### src/rtl/sme_param_pkg.sv
// Shared definitions for the sme_param string-matching engine:
//   - meta-character codes recognised in patterns
//   - the controller state encoding
//   - an ASCII case-fold helper used by the compare step
package sme_pkg;

    localparam int META_CARET  = 32'h5E;  // '^' zero-width: start of string or after a space
    localparam int META_DOLLAR = 32'h24;  // '$' zero-width: end of string or before a space
    localparam int META_DOT    = 32'h2E;  // '.' any single character
    localparam int META_STAR   = 32'h2A;  // '*' any run of characters, including none
    localparam int META_SPACE  = 32'h20;  // word separator seen by '^' and '$'

    typedef enum logic [1:0] {
        LOAD   = 2'd0,
        SEARCH = 2'd1,
        DONE   = 2'd2
    } state_e;

    // Map ASCII 'A'..'Z' onto 'a'..'z'; every other code passes through,
    // so meta characters are never altered.
    function automatic int unsigned fold_case(input int unsigned c);
        if (c >= 32'h41 && c <= 32'h5A) begin
            return c + 32'h20;
        end
        return c;
    endfunction

endpackage

### src/rtl/sme_param_if.sv
// Byte-serial load / result bus of the sme_param matcher.
//   chardata    character being loaded
//   isstring    chardata is a string character this cycle
//   ispattern   chardata is a pattern character this cycle
//   busy        search in progress, loads are ignored
//   valid       one-cycle result strobe
//   match       result, qualified by valid
//   match_index leftmost match start, qualified by valid
// master: the loader/consumer side. slave: the matcher.
interface sme_if #(
    parameter int CW      = 8,
    parameter int MAX_STR = 32
);
    localparam int IW = (MAX_STR > 1) ? $clog2(MAX_STR) : 1;

    logic [CW-1:0] chardata;
    logic          isstring;
    logic          ispattern;
    logic          busy;
    logic          valid;
    logic          match;
    logic [IW-1:0] match_index;

    modport master (
        output chardata, isstring, ispattern,
        input  busy, valid, match, match_index
    );

    modport slave (
        input  chardata, isstring, ispattern,
        output busy, valid, match, match_index
    );
endinterface

### src/rtl/sme_param_step.sv
// One matcher step: given the current search pointers and the characters
// they address, produce the pointers for the next clock and flag completion.
//   i_slen/i_plen      loaded string / pattern lengths
//   i_st               candidate start
//   i_si/i_pi          string / pattern cursors
//   i_star_s/i_star_p  resume points of the most recent '*'
//   i_sp_valid         a '*' has been seen in this candidate
//   i_pc               pattern character at i_pi
//   i_sc               string character at i_si (only meaningful when i_si < i_slen)
//   i_sc_prev          string character at i_si-1 (only meaningful when i_si > 0)
//   o_*                next values of the pointers
//   o_done/o_found     search finished this step / with a match at i_st
module sme_step
    import sme_pkg::*;
#(
    parameter int CW     = 8,
    parameter int LW     = 6,
    parameter int PW     = 4,
    parameter int NOCASE = 0
) (
    input  logic [LW-1:0] i_slen,
    input  logic [PW-1:0] i_plen,
    input  logic [LW-1:0] i_st,
    input  logic [LW-1:0] i_si,
    input  logic [LW-1:0] i_star_s,
    input  logic [PW-1:0] i_pi,
    input  logic [PW-1:0] i_star_p,
    input  logic          i_sp_valid,
    input  logic [CW-1:0] i_pc,
    input  logic [CW-1:0] i_sc,
    input  logic [CW-1:0] i_sc_prev,
    output logic [LW-1:0] o_st,
    output logic [LW-1:0] o_si,
    output logic [LW-1:0] o_star_s,
    output logic [PW-1:0] o_pi,
    output logic [PW-1:0] o_star_p,
    output logic          o_sp_valid,
    output logic          o_done,
    output logic          o_found
);

    logic [CW-1:0] w_pc_cmp;
    logic [CW-1:0] w_sc_cmp;
    logic          w_pass;
    logic          w_adv_s;

    // Folding only feeds the literal-character compare; meta decoding uses i_pc.
    always_comb begin
        w_pc_cmp = i_pc;
        w_sc_cmp = i_sc;
        if (NOCASE != 0) begin
            w_pc_cmp = CW'(fold_case(32'(i_pc)));
            w_sc_cmp = CW'(fold_case(32'(i_sc)));
        end
    end

    always_comb begin
        o_st       = i_st;
        o_si       = i_si;
        o_star_s   = i_star_s;
        o_pi       = i_pi;
        o_star_p   = i_star_p;
        o_sp_valid = i_sp_valid;
        o_done     = 1'b0;
        o_found    = 1'b0;
        w_pass     = 1'b0;
        w_adv_s    = 1'b0;

        if (i_pi == i_plen) begin
            o_done  = 1'b1;
            o_found = 1'b1;
        end else if (i_pc == CW'(META_STAR)) begin
            o_star_p   = i_pi + PW'(1);
            o_star_s   = i_si;
            o_sp_valid = 1'b1;
            o_pi       = i_pi + PW'(1);
        end else begin
            if (i_pc == CW'(META_CARET)) begin
                w_pass = (i_si == '0) || (i_sc_prev == CW'(META_SPACE));
            end else if (i_pc == CW'(META_DOLLAR)) begin
                w_pass = (i_si == i_slen) || (i_sc == CW'(META_SPACE));
            end else begin
                w_adv_s = 1'b1;
                w_pass  = (i_si < i_slen) &&
                          ((i_pc == CW'(META_DOT)) || (w_pc_cmp == w_sc_cmp));
            end

            if (w_pass) begin
                o_pi = i_pi + PW'(1);
                if (w_adv_s) begin
                    o_si = i_si + LW'(1);
                end
            end else if (i_sp_valid && (i_star_s < i_slen)) begin
                // Let the last '*' swallow one more character and retry after it.
                o_star_s = i_star_s + LW'(1);
                o_si     = i_star_s + LW'(1);
                o_pi     = i_star_p;
            end else begin
                // Candidate exhausted: slide the start; the empty tail at
                // st==slen is the last candidate worth trying.
                o_st       = i_st + LW'(1);
                o_si       = i_st + LW'(1);
                o_pi       = '0;
                o_sp_valid = 1'b0;
                if (i_st == i_slen) begin
                    o_done = 1'b1;
                end
            end
        end
    end

endmodule

### src/rtl/sme_param.sv
// Parametrised string-matching engine. Characters are loaded byte-serially
// into a string buffer and a pattern buffer; the first idle cycle after a
// pattern batch launches a leftmost-match search, one step per clock, whose
// result is presented for one cycle on valid/match/match_index.
//   clk    rising-edge clock
//   reset  asynchronous active-low reset
//   bus    sme_if slave: chardata/isstring/ispattern in,
//          busy/valid/match/match_index out
module sme_param
    import sme_pkg::*;
#(
    parameter int CW      = 8,
    parameter int MAX_STR = 32,
    parameter int MAX_PAT = 8,
    parameter int NOCASE  = 0
) (
    input  logic  clk,
    input  logic  reset,
    sme_if.slave  bus
);

    // LW holds 0..MAX_STR+1 because the candidate start runs one past slen.
    localparam int LW  = $clog2(MAX_STR + 2);
    localparam int PW  = $clog2(MAX_PAT + 1);
    localparam int SAW = (MAX_STR > 1) ? $clog2(MAX_STR) : 1;
    localparam int PAW = (MAX_PAT > 1) ? $clog2(MAX_PAT) : 1;
    localparam int IW  = (MAX_STR > 1) ? $clog2(MAX_STR) : 1;

    logic [CW-1:0]  r_str [MAX_STR];
    logic [CW-1:0]  r_pat [MAX_PAT];
    logic [LW-1:0]  r_slen;
    logic [PW-1:0]  r_plen;
    logic           r_str_open;   // a string batch is in progress
    logic           r_pat_open;   // a pattern batch is in progress
    logic           r_pat_pend;   // pattern chars arrived since the last search

    state_e         r_state;
    state_e         w_state_n;

    logic [LW-1:0]  r_st;
    logic [LW-1:0]  r_si;
    logic [LW-1:0]  r_star_s;
    logic [PW-1:0]  r_pi;
    logic [PW-1:0]  r_star_p;
    logic           r_spv;
    logic           r_match;
    logic [IW-1:0]  r_idx;

    logic           w_load;
    logic           w_start;
    logic           w_str_we;
    logic           w_pat_we;
    logic [SAW-1:0] w_str_waddr;
    logic [PAW-1:0] w_pat_waddr;

    logic [CW-1:0]  w_pc;
    logic [CW-1:0]  w_sc;
    logic [CW-1:0]  w_sc_prev;
    logic [LW-1:0]  w_st_n;
    logic [LW-1:0]  w_si_n;
    logic [LW-1:0]  w_star_s_n;
    logic [PW-1:0]  w_pi_n;
    logic [PW-1:0]  w_star_p_n;
    logic           w_spv_n;
    logic           w_done;
    logic           w_found;

    assign w_load  = (r_state == LOAD);
    assign w_start = w_load && !bus.isstring && !bus.ispattern && r_pat_pend;

    // isstring has priority; the first char of a batch lands at address 0.
    assign w_str_we    = w_load && bus.isstring &&
                         (!r_str_open || (r_slen < LW'(MAX_STR)));
    assign w_pat_we    = w_load && bus.ispattern && !bus.isstring &&
                         (!r_pat_open || (r_plen < PW'(MAX_PAT)));
    assign w_str_waddr = r_str_open ? r_slen[SAW-1:0] : '0;
    assign w_pat_waddr = r_pat_open ? r_plen[PAW-1:0] : '0;

    always_ff @(posedge clk) begin
        if (w_str_we) begin
            r_str[w_str_waddr] <= bus.chardata;
        end
        if (w_pat_we) begin
            r_pat[w_pat_waddr] <= bus.chardata;
        end
    end

    // Out-of-range reads are masked so the step never sees stale buffer data.
    assign w_pc      = (r_pi < r_plen) ? r_pat[r_pi[PAW-1:0]] : '0;
    assign w_sc      = (r_si < r_slen) ? r_str[r_si[SAW-1:0]] : '0;
    assign w_sc_prev = (r_si != '0)    ? r_str[SAW'(r_si - LW'(1))] : '0;

    sme_step #(
        .CW     (CW),
        .LW     (LW),
        .PW     (PW),
        .NOCASE (NOCASE)
    ) u_step (
        .i_slen     (r_slen),
        .i_plen     (r_plen),
        .i_st       (r_st),
        .i_si       (r_si),
        .i_star_s   (r_star_s),
        .i_pi       (r_pi),
        .i_star_p   (r_star_p),
        .i_sp_valid (r_spv),
        .i_pc       (w_pc),
        .i_sc       (w_sc),
        .i_sc_prev  (w_sc_prev),
        .o_st       (w_st_n),
        .o_si       (w_si_n),
        .o_star_s   (w_star_s_n),
        .o_pi       (w_pi_n),
        .o_star_p   (w_star_p_n),
        .o_sp_valid (w_spv_n),
        .o_done     (w_done),
        .o_found    (w_found)
    );

    // FSM state register
    always_ff @(posedge clk or negedge reset) begin
        if (!reset) begin
            r_state <= LOAD;
        end else begin
            r_state <= w_state_n;
        end
    end

    // FSM next-state logic
    always_comb begin
        w_state_n = r_state;
        case (r_state)
            LOAD:    if (w_start) w_state_n = SEARCH;
            SEARCH:  if (w_done)  w_state_n = DONE;
            DONE:    w_state_n = LOAD;
            default: w_state_n = LOAD;
        endcase
    end

    // FSM outputs: busy spans SEARCH and the DONE cycle, valid is DONE alone.
    always_comb begin
        bus.busy        = (r_state != LOAD);
        bus.valid       = (r_state == DONE);
        bus.match       = r_match;
        bus.match_index = r_idx;
    end

    // Lengths, batch tracking, search pointers and result registers.
    always_ff @(posedge clk or negedge reset) begin
        if (!reset) begin
            r_slen     <= '0;
            r_plen     <= '0;
            r_str_open <= 1'b0;
            r_pat_open <= 1'b0;
            r_pat_pend <= 1'b0;
            r_st       <= '0;
            r_si       <= '0;
            r_star_s   <= '0;
            r_pi       <= '0;
            r_star_p   <= '0;
            r_spv      <= 1'b0;
            r_match    <= 1'b0;
            r_idx      <= '0;
        end else begin
            case (r_state)
                LOAD: begin
                    if (bus.isstring) begin
                        if (!r_str_open) begin
                            r_slen <= LW'(1);
                        end else if (r_slen < LW'(MAX_STR)) begin
                            r_slen <= r_slen + LW'(1);
                        end
                        r_str_open <= 1'b1;
                        r_pat_open <= 1'b0;
                    end else if (bus.ispattern) begin
                        if (!r_pat_open) begin
                            r_plen <= PW'(1);
                        end else if (r_plen < PW'(MAX_PAT)) begin
                            r_plen <= r_plen + PW'(1);
                        end
                        r_pat_open <= 1'b1;
                        r_pat_pend <= 1'b1;
                        r_str_open <= 1'b0;
                    end else if (r_pat_pend) begin
                        r_st       <= '0;
                        r_si       <= '0;
                        r_pi       <= '0;
                        r_spv      <= 1'b0;
                        r_pat_pend <= 1'b0;
                        r_pat_open <= 1'b0;
                        r_str_open <= 1'b0;
                    end
                end
                SEARCH: begin
                    r_st     <= w_st_n;
                    r_si     <= w_si_n;
                    r_star_s <= w_star_s_n;
                    r_pi     <= w_pi_n;
                    r_star_p <= w_star_p_n;
                    r_spv    <= w_spv_n;
                    if (w_done) begin
                        r_match <= w_found;
                        r_idx   <= w_found ? r_st[IW-1:0] : '0;
                    end
                end
                default: begin
                end
            endcase
        end
    end

endmodule

### src/flat_wrapper.sv
// flat-port wrapper written by rule: the top's interface ports become plain ports
module sme_param_flat import sme_pkg::*;
#(
    parameter int CW      = 8,
    parameter int MAX_STR = 32,
    parameter int MAX_PAT = 8,
    parameter int NOCASE  = 0
)
  (clk, reset, bus_chardata, bus_isstring, bus_ispattern, bus_busy, bus_valid, bus_match, bus_match_index);
  sme_if #(.CW(CW), .MAX_STR(MAX_STR)) bus_i ();
  input  logic clk;
  input  logic reset;
  input wire logic [$bits(bus_i.chardata)-1:0] bus_chardata;
  input wire logic [$bits(bus_i.isstring)-1:0] bus_isstring;
  input wire logic [$bits(bus_i.ispattern)-1:0] bus_ispattern;
  output wire logic [$bits(bus_i.busy)-1:0] bus_busy;
  output wire logic [$bits(bus_i.valid)-1:0] bus_valid;
  output wire logic [$bits(bus_i.match)-1:0] bus_match;
  output wire logic [$bits(bus_i.match_index)-1:0] bus_match_index;
  assign bus_i.chardata = bus_chardata;
  assign bus_i.isstring = bus_isstring;
  assign bus_i.ispattern = bus_ispattern;
  assign bus_busy = bus_i.busy;
  assign bus_valid = bus_i.valid;
  assign bus_match = bus_i.match;
  assign bus_match_index = bus_i.match_index;
  sme_param #(.CW(CW), .MAX_STR(MAX_STR), .MAX_PAT(MAX_PAT), .NOCASE(NOCASE)) u_core (.clk(clk), .reset(reset), .bus(bus_i));
endmodule
### config.mk
export PLATFORM = sky130hd
export DESIGN_NAME = sme_param_flat
export DESIGN_NICKNAME = d
export VERILOG_FILES = /design/src/rtl/sme_param_pkg.sv /design/src/rtl/sme_param_if.sv /design/src/rtl/sme_param_step.sv /design/src/rtl/sme_param.sv /design/src/flat_wrapper.sv
export SDC_FILE = /design/constraint.sdc
export NUM_CORES = 1
export LEC_CHECK = 0
export CORE_UTILIZATION = 60
export CTS_CLUSTER_DIAMETER = 60
export CTS_CLUSTER_SIZE = 10
export DETAILED_ROUTE_END_ITERATION = 7
export PLACE_DENSITY = 0.76
export SLEW_MARGIN = 20
export SYNTH_ARGS = -nofsm -noshare
export SYNTH_HDL_FRONTEND = slang
export SYNTH_SLANG_ARGS = --single-unit
### constraint.sdc
create_clock -name clk -period 4.2 [get_ports clk]
set_input_delay 0.42 -clock clk [delete_from_list [all_inputs] [get_ports clk]]
set_output_delay 0.42 -clock clk [all_outputs]
set_load 0.01 [all_outputs]
==> impl_results.html <==
<table>
<tr><th>Metric</th><th>Value</th></tr>
<tr><th colspan="2">Run status</th></tr>
<tr><td>Run status</td><td>finished, final reports clean</td></tr>
<tr><th colspan="2">STA</th></tr>
<tr><td>Final count of negative-setup-slack endpoints</td><td>0</td></tr>
<tr><td>Final-layout worst hold slack</td><td>0.441 ns</td></tr>
<tr><td>Final WS setup</td><td>~0.21 ns</td></tr>
<tr><td>Clock Skew</td><td>just under 0.02 ns</td></tr>
<tr><td>Summed negative setup slack over all endpoints</td><td>0 ns</td></tr>
<tr><td>Unrepaired setup endpoints after global routing</td><td>no</td></tr>
<tr><td>Relative slew slack</td><td>0.337</td></tr>
<tr><td>Max Clk Rate</td><td>around 0.25 GHz</td></tr>
<tr><td>Shortest period the worst path allows</td><td>approximately 4 ns</td></tr>
<tr><td>Hold Violations, Final</td><td>0</td></tr>
<tr><td>Worst slew pin tran</td><td>approximately 1.0 ns</td></tr>
<tr><td>Count of pins over their slew limit</td><td>0</td></tr>
<tr><td>Final clock period utilization by the worst path</td><td>0.951</td></tr>
<tr><th colspan="2">Route</th></tr>
<tr><td>Routed length per instance</td><td>26.4 um</td></tr>
<tr><td>Drt first pass iters</td><td>7</td></tr>
<tr><td>Routed vias/inst</td><td>just under 7</td></tr>
<tr><td>Number of vias after detailed routing</td><td>approximately 11000</td></tr>
<tr><td>DRC viols</td><td>0</td></tr>
<tr><td>Initial DRC count</td><td>about 1200</td></tr>
<tr><td>Total wirelength of the detailed-routed design</td><td>around 44000 um</td></tr>
<tr><td>Final antenna-violating net count</td><td>0</td></tr>
<tr><th colspan="2">Clock network</th></tr>
<tr><td>Buffer type at the clock tree root</td><td>sky130_fd_sc_hd__clkbuf_16</td></tr>
<tr><td>Clock Sinks</td><td>around 370</td></tr>
<tr><td>H-Tree Level Count</td><td>2</td></tr>
<tr><td>CTS Buf Count</td><td>43</td></tr>
<tr><td>TritonCTS clock tree</td><td>done</td></tr>
<tr><td>Bufs on Longest Clock Path</td><td>3</td></tr>
<tr><td>Clock input transition at the sequential cells of the worst setup and hold paths</td><td>roughly 0.060 ns</td></tr>
<tr><td>Insertion delay to the later sink of the worst-skew pair</td><td>0.54 ns</td></tr>
<tr><th colspan="2">Setup path</th></tr>
<tr><td>CP peak stage delay</td><td>a little under 0.6 ns</td></tr>
<tr><td>Kind of launch point of the worst setup path</td><td>register</td></tr>
<tr><td>CP Data Arrival Time</td><td>4.41 ns</td></tr>
<tr><td>Maximum fanout along the worst path</td><td>27</td></tr>
<tr><td>Setup CP Type</td><td>register to register</td></tr>
<tr><td>Slowest stage cell on the critical path</td><td>sky130_fd_sc_hd__mux4_2</td></tr>
<tr><td>Chain of cells forming the critical path</td><td>buf_4, mux4_2, o21ai_0, a221oi_1, or2_1, o311a_1, a221oi_4, a21oi_2, and2_4, a221o_1</td></tr>
<tr><td>Category of the worst setup path capture point</td><td>register</td></tr>
<tr><td>Critical Path RT</td><td>~4.6 ns</td></tr>
<tr><td>R2R Setup Slk</td><td>around 0.21 ns</td></tr>
<tr><th colspan="2">Power</th></tr>
<tr><td>PnR Total Power</td><td>about 12 mW</td></tr>
<tr><td>Switching share of total power</td><td>0.340</td></tr>
<tr><td>Design internal power</td><td>7.67 mW</td></tr>
<tr><td>Worst vdd ir</td><td>just over 0.4 mV</td></tr>
<tr><td>Clock group share of total power</td><td>0.273</td></tr>
<tr><td>Net switching power</td><td>approximately 4 mW</td></tr>
<tr><td>Total power density per cell area</td><td>604 nW/um2</td></tr>
<tr><td>Fraction of power consumed by sequential logic</td><td>0.385</td></tr>
<tr><td>Share of power burned in combinational logic</td><td>0.341</td></tr>
<tr><td>Leakage Power</td><td>approximately 6.5 nW</td></tr>
<tr><th colspan="2">GRT</th></tr>
<tr><td>Number of antenna violations at the first check in global routing</td><td>0</td></tr>
<tr><td>Via count of the first global-routing pass</td><td>between 10000 and 15000</td></tr>
<tr><td>Global-route wire length before repair</td><td>65700 um</td></tr>
<tr><td>Total routing resource utilization after global routing</td><td>0.310</td></tr>
<tr><td>Global-route congestion overflow total</td><td>0</td></tr>
<tr><td>Maximum number of pins on one net before global-route repair</td><td>about 50</td></tr>
<tr><th colspan="2">Floorplan</th></tr>
<tr><td>Core region area</td><td>about 28000 um2</td></tr>
<tr><td>Number of I/O pins</td><td>20</td></tr>
<tr><td>Die boundary width</td><td>between 150 and 200 um</td></tr>
<tr><td>Area enclosed by the die boundary</td><td>around 29000 um2</td></tr>
<tr><td>Starting density of the core</td><td>0.612</td></tr>
<tr><td>Standard-cell rows</td><td>~60</td></tr>
<tr><td>Height of the die</td><td>between 150 and 200 um</td></tr>
<tr><th colspan="2">Logic synthesis</th></tr>
<tr><td>Number of instances in the synthesized netlist</td><td>between 1000 and 1500</td></tr>
<tr><td>Cells taking the most area after synthesis</td><td>sky130_fd_sc_hd__edfxtp_1, sky130_fd_sc_hd__dfrtp_1, sky130_fd_sc_hd__mux4_2</td></tr>
<tr><td>Number of flip-flops and latches in the synthesized netlist</td><td>about 370</td></tr>
<tr><td>Area fraction in compound gates after synthesis</td><td>0.0798</td></tr>
<tr><td>Share of the synthesized area in the top cell type</td><td>0.562</td></tr>
<tr><td>Sequential share of the synthesized area</td><td>0.632</td></tr>
<tr><td>XOR/XNOR share of the synthesized area</td><td>0.0118</td></tr>
<tr><td>Yosys warning count</td><td>0</td></tr>
<tr><td>Synth async-reset ratio</td><td>0.130</td></tr>
<tr><td>Area fraction in and, or, nand and nor cells after synthesis</td><td>0.117</td></tr>
<tr><td>Mapped Avg Cell Area</td><td>~14 um2</td></tr>
<tr><td>Count of cell types in the netlist</td><td>83</td></tr>
<tr><td>Post-synth EDFFs</td><td>320</td></tr>
<tr><td>Main combinational cell family by area after synthesis</td><td>multiplexers</td></tr>
<tr><td>Number of nets in the synthesized netlist</td><td>roughly 1200</td></tr>
<tr><td>Combined area of all synthesized cells</td><td>17100 um2</td></tr>
<tr><td>Primary FF master, synth</td><td>sky130_fd_sc_hd__edfxtp_1</td></tr>
<tr><td>Cell type with the largest total area after synthesis</td><td>sky130_fd_sc_hd__edfxtp_1</td></tr>
<tr><td>Adder and majority gate portion of the synthesized area</td><td>0.0161</td></tr>
<tr><td>Mux cell area share after synthesis</td><td>0.121</td></tr>
<tr><th colspan="2">Final layout</th></tr>
<tr><td>Final Instance Count excl. Fillers</td><td>around 1700</td></tr>
<tr><td>Area delta synth-&gt;final</td><td>12.5%</td></tr>
<tr><td>Share of layout cells above drive strength 1</td><td>0.161</td></tr>
<tr><td>Post-layout util</td><td>0.689</td></tr>
<tr><td>Final standard cell area without fillers</td><td>19200 um2</td></tr>
<tr><td>Final net count</td><td>approximately 1300</td></tr>
<tr><td>Antenna Cells</td><td>0</td></tr>
<tr><th colspan="2">Placement</th></tr>
<tr><td>Placed insts</td><td>~1600</td></tr>
<tr><td>Worst setup slack after placement</td><td>0.251 ns</td></tr>
<tr><td>Placed wire-length estimate after detailed placement</td><td>29900 um</td></tr>
<tr><td>Number of buffer cells added on primary ports</td><td>19</td></tr>
<tr><td>RD Place Congestion</td><td>slightly below 1</td></tr>
<tr><td>Post-detailed-placement cell area</td><td>18100 um2</td></tr>
<tr><th colspan="2">Hold path</th></tr>
<tr><td>Hold WC Path Type</td><td>primary input to asynchronous set/reset pin</td></tr>
<tr><th colspan="2">Job</th></tr>
<tr><td>Max-cap violations</td><td>0</td></tr>
</table>
metal layers:
| layer | vias to the layer above | GRT usage | wire length [um] |
|---|---|---|---|
| met2 | 622 | 0.513 | 21400 |
| met1 | 5544 | 0.408 | 17200 |
| met5 | - | 0 | 0 |
| met4 | 0 | 0.146 | 1940 |
| met3 | 118 | 0.0446 | 3280 |
| li1 | 4887 | - | - |
worst paths after layout:
path,startpoint,endpoint,cells past startpoint
max,u_core.r_si[0],u_core.r_st[5],10
min,reset,u_core.r_star_p[3],2
max reg2reg,u_core.r_si[0],u_core.r_st[5],10
min reg2reg,u_core.bus.match,u_core.bus.match,1
max in group asynchronous,reset,u_core.r_si[1],3
min in group clk,u_core.bus.match,u_core.bus.match,1
state kept, by name (all words and copies together), names as in the netlist, 5 cells and up:
register                flops
u_core.bus.match_index      5
u_core.r_pat               64
u_core.r_st                 6
u_core.r_str              256
u_core.r_star_s             6
u_core.r_si                 6
u_core.r_slen               6
critical path: cells and delay by family, from the launching register on:
| family | cells | cell delay (ns) |
|---|---|---|
| AO/OA/AOI/OAI | 6 | 1.81 |
| AND/OR/NAND/NOR | 2 | 0.44 |
| multiplexers | 1 | 0.58 |
| flip-flops | 1 | 0.57 |
| buffers and inverters | 1 | 0.43 |
cell type report:
| class | instances | area (um2) |
|---|---|---|
| Clock buffer | 51 | 1110 |
| Clock inverter | 5 | 42.5 |
| Fill cell | 1991 | 8690 |
| Inverter | 19 | 71.3 |
| Multi-Input combinational cell | 742 | 5910 |
| Sequential cell | 368 | 10800 |
| Tap cell | 378 | 473 |
| Timing Repair Buffer | 98 | 818 |
synthesized netlist by cell type, types with 10 or more instances:
library cell / instances
sky130_fd_sc_hd__a22o_1: 15
sky130_fd_sc_hd__mux2i_1: 73
sky130_fd_sc_hd__a21oi_1: 25
sky130_fd_sc_hd__clkbuf_1: 26
sky130_fd_sc_hd__and3_1: 10
sky130_fd_sc_hd__xor2_1: 11
sky130_fd_sc_hd__nor2_1: 89
sky130_fd_sc_hd__mux4_2: 50
sky130_fd_sc_hd__o21ai_0: 24
sky130_fd_sc_hd__nor4_1: 27
sky130_fd_sc_hd__dfrtp_1: 48
sky130_fd_sc_hd__and2_1: 11
sky130_fd_sc_hd__nand3_1: 44
sky130_fd_sc_hd__nand2_1: 69
sky130_fd_sc_hd__xnor2_1: 12
sky130_fd_sc_hd__nor4b_1: 26
sky130_fd_sc_hd__a22oi_1: 22
sky130_fd_sc_hd__nor3_1: 17
sky130_fd_sc_hd__edfxtp_1: 320
sky130_fd_sc_hd__inv_1: 17
sky130_fd_sc_hd__nor2b_1: 20
sky130_fd_sc_hd__ha_1: 22
sky130_fd_sc_hd__nand4_1: 24
sky130_fd_sc_hd__buf_2: 14
power groups by stage:
| stage | combinational (mW) | clock, mW | sequential [mW] |
|---|---|---|---|
| finish | 3.96 | 3.18 | 4.47 |
| global route | 4.21 | 3.34 | 4.49 |
| CTS | 3.90 | 3.20 | 4.47 |
| detailed placement | 3.87 | 0 | 4.53 |
| global placement | 3.86 | 0 | 4.52 |
| floorplan | 2.85 | 0 | 4.40 |
placed cells by master, fill, tap and decap left out, drive strengths merged, types with 26 or more instances in the layout:
cell type	n
nor4	28
edfxtp	320
a21oi	27
nand3	44
nand2	70
clkbuf	51
buf	79
mux4	52
nor2	89
mux2i	73
nor4b	26
dfrtp	48
cell families (layout without fill, tap and decap cells):
| family | count (synthesis) | in the layout |
|---|---|---|
| AND/OR/NAND/NOR | 375 | 375 |
| flip-flops | 368 | 368 |
| AO/OA/AOI/OAI | 184 | 184 |
| multiplexers | 138 | 138 |
| buffers and inverters | 77 | 173 |
| XOR/XNOR | 23 | 23 |
| adder cells (fa/ha/maj) | 22 | 22 |
timing repair:
action / 4_1_cts / 5_1_grt
hold buffers: 1 / 0
endpoints found under the hold margin: 27 / 0
endpoints found under the setup margin: 0 / 0
resized for setup: 0 / 0
setup buffers: 0 / 0
No activity file was read; power rests on OpenSTA's default activity.
